`src/rtl/int_ctrl.sv`:
```
// Interrupt controller: latches rising edges from up to 8 sources, masks them,
// raises the CPU interrupt line and exposes mask/pending/source-ID registers on the port bus.
module int_ctrl #(
  parameter int          NSRC      = 4,
  parameter logic [7:0]  ADDR_MASK = 8'h00,
  parameter logic [7:0]  ADDR_PEND = 8'h01,
  parameter logic [7:0]  ADDR_ID   = 8'h02
) (
  input  logic            clk,
  input  logic            rst,
  input  logic [7:0]      address,
  input  logic [7:0]      value_in,
  input  logic            wen,
  input  logic            ren,
  input  logic [NSRC-1:0] irq_in,
  output logic [7:0]      port_out,
  output logic            interrupt,
  input  logic            interrupt_ack
);

  localparam logic [1:0] ST_IDLE    = 2'd0;
  localparam logic [1:0] ST_ASSERT  = 2'd1;
  localparam logic [1:0] ST_SERVICE = 2'd2;

  logic [NSRC-1:0] prev;
  logic [NSRC-1:0] pending;
  logic [NSRC-1:0] mask;
  logic [NSRC-1:0] edges;
  logic [NSRC-1:0] clr;
  logic [NSRC-1:0] active;
  logic            any;
  logic            found;
  logic [2:0]      idx;
  logic [7:0]      id_byte;
  logic [7:0]      mask_ext;
  logic [7:0]      pend_ext;
  logic [1:0]      st;
  logic [1:0]      st_next;
  logic            unused_ok;

  // Reads are not qualified by ren, and value_in bits above NSRC are don't-care.
  assign unused_ok = ^{ren, value_in};

  assign edges  = irq_in & ~prev;
  assign clr    = (wen && address == ADDR_PEND) ? value_in[NSRC-1:0] : '0;
  assign active = pending & mask;
  assign any    = |active;

  always_comb begin
    idx   = '0;
    found = 1'b0;
    for (int unsigned i = 0; i < NSRC; i++) begin
      if (active[i] && !found) begin
        idx   = 3'(i);
        found = 1'b1;
      end
    end
  end

  assign id_byte = {any, 4'b0000, idx};

  always_comb begin
    mask_ext = '0;
    pend_ext = '0;
    mask_ext[NSRC-1:0] = mask;
    pend_ext[NSRC-1:0] = pending;
  end

  always_ff @(posedge clk) begin
    if (rst) begin
      prev    <= '0;
      pending <= '0;
      mask    <= '0;
    end else begin
      prev    <= irq_in;
      pending <= (pending & ~clr) | edges;
      if (wen && address == ADDR_MASK)
        mask <= value_in[NSRC-1:0];
    end
  end

  always_ff @(posedge clk) begin
    if (rst)
      port_out <= '0;
    else if (address == ADDR_MASK)
      port_out <= mask_ext;
    else if (address == ADDR_PEND)
      port_out <= pend_ext;
    else if (address == ADDR_ID)
      port_out <= id_byte;
  end

  always_comb begin
    st_next = st;
    case (st)
      ST_IDLE:    if (any) st_next = ST_ASSERT;
      ST_ASSERT:  if (interrupt_ack) st_next = ST_SERVICE;
                  else if (!any) st_next = ST_IDLE;
      ST_SERVICE: if (!any) st_next = ST_IDLE;
      default:    st_next = ST_IDLE;
    endcase
  end

  // interrupt is registered from the next state so it tracks st without a cycle of lag.
  always_ff @(posedge clk) begin
    if (rst) begin
      st        <= ST_IDLE;
      interrupt <= 1'b0;
    end else begin
      st        <= st_next;
      interrupt <= (st_next == ST_ASSERT);
    end
  end

endmodule

```
`config.mk`:
```
export PLATFORM = sky130hd
export DESIGN_NAME = int_ctrl
export DESIGN_NICKNAME = d
export VERILOG_FILES = /design/src/rtl/int_ctrl.sv
export SDC_FILE = /design/constraint.sdc
export NUM_CORES = 1
export LEC_CHECK = 0
export ABC_AREA = 1
export ABC_CLOCK_PERIOD_IN_PS = 2600
export CAP_MARGIN = 40
export CORE_ASPECT_RATIO = 1.2
export CORE_MARGIN = 2
export CORE_UTILIZATION = 46
export DETAILED_ROUTE_END_ITERATION = 16
export MAX_ROUTING_LAYER = met4
export PLACE_DENSITY_LB_ADDON = 0.3
export SYNTH_ARGS = -nofsm -noshare
export SYNTH_HDL_FRONTEND = slang
export SYNTH_SLANG_ARGS = --single-unit
```
`constraint.sdc`:
```
create_clock -name clk -period 2.6 [get_ports clk]
set_input_delay 0.26 -clock clk [delete_from_list [all_inputs] [get_ports clk]]
set_output_delay 0.26 -clock clk [all_outputs]
set_load 0.01 [all_outputs]
```
==> impl_metrics.env <==
export IMPL_status="completed"
export IMPL_cts_path_max_buffers=2
export IMPL_vias=923
export IMPL_core_um2=2004
export IMPL_grt_pass1_vias=730
export IMPL_crit_fanout=2
export IMPL_fmax_ghz=0.6858
export IMPL_die_x_um=45.48
export IMPL_hold_depth=3
export IMPL_vdd_drop_max_uv=423.5
export IMPL_worstSetupPathType="flop to output port"
export IMPL_required_ns=2.34
export IMPL_max_cap_violations=0
export IMPL_first_iter_violations=9
export IMPL_ys_seq_area_frac=0.4216
export IMPL_initial_core_util=0.4738
export IMPL_dp_worst_setup_slack_ns=0.9379
export IMPL_slew_viol_final=0
export IMPL_cts_sinks=20
export IMPL_syn_area_per_cell_um2=6.735
export IMPL_tns_ns=0
export IMPL_grt_ovfl_total=0
export IMPL_cts_buffers=3
export IMPL_cpMaxStageDelayCell="clkdlybuf4s50_1"
export IMPL_ant_nets=0
export IMPL_yosys_register_bits=20
export IMPL_dieArea_um2=2445
export IMPL_drive_gt1_frac=0.07186
export IMPL_hpwlAfterDp_mm=1.437
export IMPL_numPortBuffers=25
export IMPL_syn_cell_area_um2=949.7
export IMPL_area_delta_synth_final_pct=30.43
export IMPL_multi_input_area_um2=462.9
export IMPL_wl_per_cell_um=9.866
export IMPL_setup_viol=0
export IMPL_path_buf_inv=1
export IMPL_gp_congestion=0.7514
export IMPL_dr_pass1_iters=4
export IMPL_cp_top_family="buffers and inverters"
export IMPL_slowest_delay_ns=0.54
export IMPL_synth_warning_count=0
export IMPL_fin_nets=193
export IMPL_crit_cells=1
export IMPL_worstRegToRegCells=6
export IMPL_postSynthCellCount=141
export IMPL_io_pin_count=34
export IMPL_num_antenna_cells=0
export IMPL_slew_headroom=0.6575
export IMPL_cp_start_kind="flop"
export IMPL_clock_skew_ns=0.002147
export IMPL_finalCritPeriodShare=0.5608
export IMPL_cts_tree="built"
export IMPL_end_kind="output port"
export IMPL_crit_chain="clkdlybuf4s50_1"
export IMPL_leakage_nw=0.5391
export IMPL_fin_crit_ns=1.458
export IMPL_final_common_cell="nand2_1"
export IMPL_clk_latency_ns=0.30
export IMPL_ys_types=18
export IMPL_grt_use_total=0.1678
export IMPL_fillers=209
export IMPL_arrival_ns=1.20
export IMPL_fin_ws_ns=1.142
export IMPL_row_count=18
export IMPL_post_cts_resized=0
export IMPL_cts_root_buf="clkbuf_4"
export IMPL_htree_num_levels=1
export IMPL_clk_pin_slew_worst_paths_ns=0.11
export IMPL_power_total_mw=0.5693
export IMPL_hold_buffers=0
export IMPL_grt_max_degree=15
export IMPL_routed_wirelength_mm=1.845
export IMPL_layout_common_cells="35 x nand2_1, 27 x nor2_1, 25 x clkdlybuf4s50_1"
export IMPL_powerDensity_nw_per_um2=459.6
export IMPL_tightestPinTransition_ns=0.5115
export IMPL_worstHoldPathType="primary input to flop"
export IMPL_routed_via_density=4.936
export IMPL_hold_violations=0
export IMPL_rsz0062_at_grt="no"
export IMPL_antenna_found_initial=0
export IMPL_die_h_um=53.77
export IMPL_cts_setup_buffers=0
export IMPL_grt_pass1_wl_mm=2.939
export IMPL_regArea_um2=400.4
export IMPL_drc=0
==> through the flow <==
step           cells  hold slack [ns]  area [µm²]  utilization
2_1_floorplan    143           0.3291       957.2            -
3_3_place_gp     183           0.4634        1202       0.5999
3_5_place_dp     183           0.4698        1202       0.5999
4_1_cts          187           0.4860        1239       0.6180
5_1_grt          187           0.5128        1239       0.6180
6_report         187           0.4794        1239       0.6180
==> cell usage after synthesis <==
cell / count / area share
nand2_1: 35 / 0.14
nor2_1: 27 / 0.11
dfxtp_1: 20 / 0.42
inv_1: 17 / 0.067
a21oi_1: 14 / 0.074
nand3_1: 9 / 0.047
buf_4: 3 / 0.024
nor2_4: 3 / 0.036
clkbuf_1: 2 / 0.0079
nand2_2: 2 / 0.013
nand3_2: 2 / 0.021
a21oi_2: 1 / 0.0092
conb_1: 1 / 0.0039
nand4_1: 1 / 0.0066
nor3_1: 1 / 0.0053
o211ai_1: 1 / 0.0079
o21ai_0: 1 / 0.0053
o21ai_1: 1 / 0.0053
==> flip-flops by register name (all words and copies together), names as in the netlist <==
name	flops
interrupt	1
mask	4
pending	4
st	2
port_out	5
prev	4
==> worst min-delay path, stage by stage <==
cell and delay (ns):
clkdlybuf4s50_1 0.39, inv_1 0.07, nor2_1 0.04
==> final timing paths <==
path | from | end | slack [ns]
worst min register to register | mask[0] | mask[0] | 0.48
worst max-delay path | port_out[2] | port_out[2] | 1.14
worst max register to register | pending[0] | port_out[7] | 1.52
worst min-delay path | irq_in[2] | prev[2] | 0.48
==> where the power goes <==
group	switching [mW]	internal, mW	total [mW]
sequential	0.00489	0.315	0.320
combinational	0.0306	0.0353	0.0659
clock	0.0981	0.0855	0.184
==> cell type report <==
class | instances | share of cell area
clock buffer | 4 | 0.02929
inverter | 17 | 0.05152
multi-input combinational | 101 | 0.3737
sequential | 20 | 0.3232
tap | 20 | 0.02020
timing repair buffer | 25 | 0.2020
==> per-layer routing <==
metal	vias to the layer above	wire, µm	part of all wire	track usage
met5	-	0	0	-
met4	0	34	0.018	0.08824
met3	6	118	0.064	0.02013
met2	31	902	0.49	0.2793
met1	400	790	0.43	0.1942
li1	486	-	-	-
==> logic make-up (layout without fill, tap and decap cells) <==
| kind of cell | Yosys count | in the layout | synth area share |
|---|---|---|---|
| AOI/OAI and AO/OA | 18 | 18 | 0.1014 |
| buffers and inverters | 22 | 46 | 0.09881 |
| DFF | 20 | 20 | 0.4216 |
| other | 1 | 3 | 0.003949 |
| and+or+nand+nor | 80 | 80 | 0.3742 |
Power figures use the tool's default switching activity.
